[src/rtl/dot_accum_pkg.sv]
// dot_accum_pkg: shared state encoding and default widths for the dot_accum slice
package dot_accum_pkg;
  typedef enum logic [1:0] {IDLE, ACC, DONE} dot_accum_state_t;
  localparam int DOT_DW    = 32;
  localparam int DOT_AW    = 40;
  localparam int DOT_LEN_W = 8;
endpackage

[src/rtl/dot_accum_if.sv]
// dot_accum_if: partial-sum input, frame control and result handshake bundle
interface dot_accum_if
  import dot_accum_pkg::*;
#(
  parameter int DW    = DOT_DW,
  parameter int AW    = DOT_AW,
  parameter int LEN_W = DOT_LEN_W
);
  logic             in_valid;
  logic             in_ready;
  logic [DW-1:0]    in_data;
  logic [LEN_W-1:0] len;
  logic             flush;
  logic             out_valid;
  logic             out_ready;
  logic [AW-1:0]    out_data;
  logic             out_ovf;
  modport master (
    output in_valid, in_data, len, flush, out_ready,
    input  in_ready, out_valid, out_data, out_ovf
  );
  modport slave (
    input  in_valid, in_data, len, flush, out_ready,
    output in_ready, out_valid, out_data, out_ovf
  );
endinterface

[src/rtl/dot_accum_sat_add.sv]
// sat_add: AW-bit adder with carry flag; saturates to all-ones when DOT_ACCUM_SAT_EN is defined
module sat_add #(
  parameter int AW = 40
) (
  input  logic [AW-1:0] a,
  input  logic [AW-1:0] b,
  output logic [AW-1:0] sum,
  output logic          carry
);
  logic [AW:0] raw;
  assign raw   = {1'b0, a} + {1'b0, b};
  assign carry = raw[AW];
`ifdef DOT_ACCUM_SAT_EN
  assign sum = carry ? '1 : raw[AW-1:0];
`else
  assign sum = raw[AW-1:0];
`endif
endmodule

[src/rtl/dot_accum.sv]
// dot_accum: accumulates len partial sums into one dot product (DOT_ACCUM_SAT_EN selects saturation)
module dot_accum
  import dot_accum_pkg::*;
#(
  parameter int DW    = DOT_DW,
  parameter int AW    = DOT_AW,
  parameter int LEN_W = DOT_LEN_W
) (
  input  logic     clk,
  input  logic     rst_n,
  dot_accum_if.slave bus
);
  dot_accum_state_t state_q, state_d;
  logic [AW-1:0]    acc_q, acc_d, sum;
  logic [LEN_W-1:0] cnt_q, cnt_d, len_q, len_d, len_eff;
  logic             ovf_q, ovf_d, out_valid_q, out_valid_d;
  logic [DW-1:0]    in_data;
  logic             in_ready, idle, beat, carry;
  assign in_data  = bus.in_data;
  assign in_ready = state_q != DONE;
  assign idle     = state_q == IDLE;
  assign beat     = bus.in_valid && in_ready;
  assign len_eff  = bus.len == '0 ? LEN_W'(1) : bus.len;
  // The first beat of a frame adds onto zero, so one adder serves both states
  sat_add #(.AW(AW)) u_add (
    .a     (idle ? '0 : acc_q),
    .b     (AW'(in_data)),
    .sum   (sum),
    .carry (carry)
  );
  always_comb begin
    state_d     = state_q;
    acc_d       = acc_q;
    cnt_d       = cnt_q;
    len_d       = len_q;
    ovf_d       = ovf_q;
    out_valid_d = out_valid_q;
    if (bus.flush) begin
      state_d     = IDLE;
      acc_d       = '0;
      cnt_d       = '0;
      ovf_d       = 1'b0;
      out_valid_d = 1'b0;
    end else if (state_q == DONE) begin
      state_d     = bus.out_ready ? IDLE : DONE;
      out_valid_d = !bus.out_ready;
    end else if (beat) begin
      acc_d       = sum;
      len_d       = idle ? len_eff : len_q;
      cnt_d       = idle ? LEN_W'(1) : cnt_q + 1'b1;
      ovf_d       = carry || (!idle && ovf_q);
      state_d     = cnt_d == len_d ? DONE : ACC;
      out_valid_d = cnt_d == len_d;
    end
  end
  always_ff @(posedge clk or negedge rst_n) begin
    if (!rst_n) begin
      state_q     <= IDLE;
      acc_q       <= '0;
      cnt_q       <= '0;
      len_q       <= '0;
      ovf_q       <= 1'b0;
      out_valid_q <= 1'b0;
    end else begin
      state_q     <= state_d;
      acc_q       <= acc_d;
      cnt_q       <= cnt_d;
      len_q       <= len_d;
      ovf_q       <= ovf_d;
      out_valid_q <= out_valid_d;
    end
  end
  assign bus.in_ready  = in_ready;
  assign bus.out_valid = out_valid_q;
  assign bus.out_data  = acc_q;
  assign bus.out_ovf   = ovf_q;
endmodule
[src/flat_wrapper.sv]
// flat-port wrapper written by rule: the top's interface ports become plain ports
module dot_accum_flat import dot_accum_pkg::*;
#(
  parameter int DW    = DOT_DW,
  parameter int AW    = DOT_AW,
  parameter int LEN_W = DOT_LEN_W
)
  (clk, rst_n, bus_in_valid, bus_in_data, bus_len, bus_flush, bus_out_ready, bus_in_ready, bus_out_valid, bus_out_data, bus_out_ovf);
  dot_accum_if #(.DW(DW), .AW(AW), .LEN_W(LEN_W)) bus_i ();
  input  logic clk;
  input  logic rst_n;
  input wire logic [$bits(bus_i.in_valid)-1:0] bus_in_valid;
  input wire logic [$bits(bus_i.in_data)-1:0] bus_in_data;
  input wire logic [$bits(bus_i.len)-1:0] bus_len;
  input wire logic [$bits(bus_i.flush)-1:0] bus_flush;
  input wire logic [$bits(bus_i.out_ready)-1:0] bus_out_ready;
  output wire logic [$bits(bus_i.in_ready)-1:0] bus_in_ready;
  output wire logic [$bits(bus_i.out_valid)-1:0] bus_out_valid;
  output wire logic [$bits(bus_i.out_data)-1:0] bus_out_data;
  output wire logic [$bits(bus_i.out_ovf)-1:0] bus_out_ovf;
  assign bus_i.in_valid = bus_in_valid;
  assign bus_i.in_data = bus_in_data;
  assign bus_i.len = bus_len;
  assign bus_i.flush = bus_flush;
  assign bus_i.out_ready = bus_out_ready;
  assign bus_in_ready = bus_i.in_ready;
  assign bus_out_valid = bus_i.out_valid;
  assign bus_out_data = bus_i.out_data;
  assign bus_out_ovf = bus_i.out_ovf;
  dot_accum #(.DW(DW), .AW(AW), .LEN_W(LEN_W)) u_core (.clk(clk), .rst_n(rst_n), .bus(bus_i));
endmodule
[config.mk]
export PLATFORM = sky130hd
export DESIGN_NAME = dot_accum_flat
export DESIGN_NICKNAME = d
export VERILOG_FILES = /design/src/rtl/dot_accum_pkg.sv /design/src/rtl/dot_accum_if.sv /design/src/rtl/dot_accum_sat_add.sv /design/src/rtl/dot_accum.sv /design/src/flat_wrapper.sv
export SDC_FILE = /design/constraint.sdc
export NUM_CORES = 1
export LEC_CHECK = 0
export ABC_CLOCK_PERIOD_IN_PS = 10100
export CORE_MARGIN = 1.5
export CORE_UTILIZATION = 40
export DETAILED_ROUTE_END_ITERATION = 7
export GPL_ROUTABILITY_DRIVEN = 0
export GPL_TIMING_DRIVEN = 0
export HOLD_SLACK_MARGIN = 0.08
export PLACE_DENSITY_LB_ADDON = 0.08
export SYNTH_ARGS = -nofsm -noshare
export SYNTH_HDL_FRONTEND = slang
export SYNTH_SLANG_ARGS = --single-unit
[constraint.sdc]
create_clock -name clk -period 10.1 [get_ports clk]
set_input_delay 1.515 -clock clk [delete_from_list [all_inputs] [get_ports clk]]
set_output_delay 1.515 -clock clk [all_outputs]
set_load 0.01 [all_outputs]
==> flow_metrics.py <==
metrics = {
    "status": {
        "status": "finished, final reports clean",
    },
    "sta": {
        "fmax_mhz": 227.9,
        "slew_headroom_pct": 47.22,
        "min_period_over_period_pct": 43.45,
        "finalSetupTns_ps": 0,
        "rsz0062_at_grt": "false",
        "tightest_slew_ps": 791.7,
        "setup_viol": 0,
        "maxSlewViolCount": 0,
        "hold_violations": 0,
        "fin_worst_skew_ps": 6.500,
        "fin_crit_ps": 4389,
    },
    "logic_synthesis": {
        "ys.flop_type": "dfrtp_1",
        "ys_ff_latch": 59,
        "synth_warnings": 0,
        "synth_cell_type_count": 51,
        "syn_inst": 540,
        "avgSynthCellArea_um2": 8.265,
        "ys_async_sr_fraction_pct": 100.0,
        "seq_area_frac_synth_pct": 33.08,
        "synth_area_um2": 4463,
        "syn_nets": 619,
        "synth_edf_count": 0,
    },
    "setup_path": {
        "endpoint_kind": "flop",
        "path_max_fanout": 9,
        "startpoint_type": "input pin",
        "cp_slowest_stage_delay_ps": 440,
        "critPathSlowestCell": "clkdlybuf4s50_1",
        "cp_top_family": "compound AO/OA/AOI/OAI gates",
        "worstPathCellList": "clkdlybuf4s50_1 > ha_1 > fa_1 > a211oi_1 > o21ai_0 > a21oi_1 > o21ai_1 > a21oi_1 > a211oi_2 > a31oi_1 > o21ai_0 > o21ai_1",
        "critPathBufInv": 1,
        "cp_data_required_time_ps": 10370,
        "rrSetupSlack_ps": 5910,
        "path_class": "input pin to flop",
        "crit_arrival_ps": 4660,
    },
    "clock_network": {
        "cts_buffers": 9,
        "hold_buffers": 0,
        "cts.sinks": 59,
        "cts_setup_buffers": 0,
        "cts_tree": "yes",
        "cts_resized": 0,
        "cts_buffer_depth": 2,
        "clk_pin_slew_ps": 70,
        "htreeDepth": 3,
        "clk_latency_ps": 340,
        "cts_root_buf": "clkbuf_8",
    },
    "place": {
        "port_buffers": 87,
        "dp_hpwl_um": 8907,
    },
    "grt": {
        "grt_max_degree": 60,
        "grt-ovfl-total": 0,
        "antenna_found_initial": 0,
        "first_global_vias": 4155,
        "grt_pass1_wl_um": 19670,
        "grtUsageTotal_pct": 21.17,
    },
    "floorplan": {
        "num_rows": 38,
        "core_area_um2": 10840,
        "start_util_pct": 41.17,
        "die_area_um2": 11800,
        "die-width_um": 108.6,
        "io-pin-count": 88,
        "die_height_um": 108.6,
    },
    "layout": {
        "final_nets": 717,
        "mostFrequentLayoutCells": "clkdlybuf4s50_1 (86), nand2_1 (68), dfrtp_1 (59)",
        "area_growth_pct": 28.23,
        "drive_gt1_share_pct": 4.517,
        "postLayoutCoreUtil_pct": 52.79,
        "num_antenna_cells": 0,
        "final_common_cell": "clkdlybuf4s50_1",
    },
    "detailed_routing": {
        "vias": 4255,
        "viasPerCell": 5.441,
        "drc_errors": 0,
        "ant_nets": 0,
        "firstDrtPassIters": 6,
        "wl_um": 11940,
        "drtIter0Drc": 150,
        "wl_per_cell_um": 15.27,
    },
    "power_and_ir_drop": {
        "p_int_w": 0.0005052,
        "p_sw_w": 0.0002306,
        "vdd_ir_drop_max_uv": 104.2,
        "p_comb_share_pct": 28.6,
        "p_clk_share_pct": 33.7,
        "power.total_w": 0.0007358,
        "seq_power_share_pct": 37.7,
        "p_sw_share_pct": 31.34,
        "power.density_nw_per_um2": 128.6,
        "p_leak_nw": 2.464,
    },
    "worst_hold_path": {
        "min-delay-path-class": "flop to flop",
    },
    "run": {
        "max_cap_violations": 0,
    },
}
[metal layers]
metal	global-route usage (%)	part of all wire, %	up-vias
li1	-	-	2137
met1	27.31	46	1999
met2	35.80	48	105
met3	4.363	5.0	14
met4	6.015	1.5	0
met5	0	0	-
[logic make-up after synthesis]
group	after synthesis	share of synthesized area [%]
multiplexers	7	1.766
AO/OA/AOI/OAI	172	23.10
flip-flops	59	33.08
AND/OR/NAND/NOR	194	21.48
buffers and inverters	33	2.831
adder cells (fa/ha/maj)	34	9.700
XOR/XNOR	41	8.046
[final cells by class]
class                           count  area (um2)
Buffer                             25       96.34
Clock buffer                       11       141.4
Clock inverter                      4       75.07
Fill cell                        1036        5117
Inverter                            8       30.03
Multi-Input combinational cell    448        2860
Sequential cell                    59        1476
Tap cell                          140       175.2
Timing Repair Buffer               87       868.3
[registers in the layout, summed over array words and instances, names as in the netlist]
name                  count
u_core.bus.out_data      40
u_core.bus.out_ovf        1
u_core.state_q            1
u_core.cnt_q              8
u_core.bus.out_valid      1
u_core.len_q              8
[tightest hold or removal path, stage by stage, from the launching register on]
cell	delay [ps]
dfrtp_1	360
nand2_1	50
o21ai_0	60
[stage by stage]
step	hold WS, ps	instances	setup WS (ps)	cell area (um2)
after global placement	477.6	767	5378	5509
after floorplan	471.0	540	6326	4463
after CTS	512.3	782	5714	5723
final	505.2	782	5711	5723
after detailed placement	492.1	767	5349	5507
after global routing	527.0	782	5405	5723
[final timing paths]
| check | depth (start not counted) | start | end |
|---|---|---|---|
| worst min register to register | 2 | u_core.bus.out_data[28] | u_core.bus.out_data[28] |
| min in group asynchronous | 1 | rst_n | u_core.len_q[5] |
| worst max-delay path | 12 | bus_in_data[0] | u_core.bus.out_data[38] |
| worst min-delay path | 2 | u_core.bus.out_data[28] | u_core.bus.out_data[28] |
| max in group asynchronous | 1 | rst_n | u_core.bus.out_data[18] |
| worst max register to register | 15 | u_core.bus.out_valid | u_core.bus.out_data[33] |
[power groups by stage]
stage                     clock, W  combinational, W  sequential (W)
after floorplan                  0          0.000124        0.000284
after global placement           0          0.000209        0.000282
after detailed placement         0          0.000210        0.000282
after CTS                 0.000255          0.000212        0.000277
after global routing      0.000264          0.000235        0.000281
final                     0.000248          0.000211        0.000277
[cells in the mapped netlist (7+ instances only)]
library cell / instances / area [um2]
mux2_2: 7 / 78.83
nand4_1: 9 / 56.30
dfrtp_1: 59 / 1476
xor2_1: 20 / 175.2
xnor2_1: 21 / 183.9
a21oi_1: 49 / 245.2
o211ai_1: 8 / 60.06
a21o_1: 13 / 97.59
nand2_1: 68 / 255.2
and2_1: 33 / 206.5
o21ai_0: 58 / 290.3
nor2_1: 32 / 120.1
ha_1: 33 / 412.9
o21ai_1: 7 / 35.03
clkbuf_1: 23 / 86.33
nand3_1: 20 / 100.1
inv_1: 8 / 30.03
(Power assumes the default switching activity.)
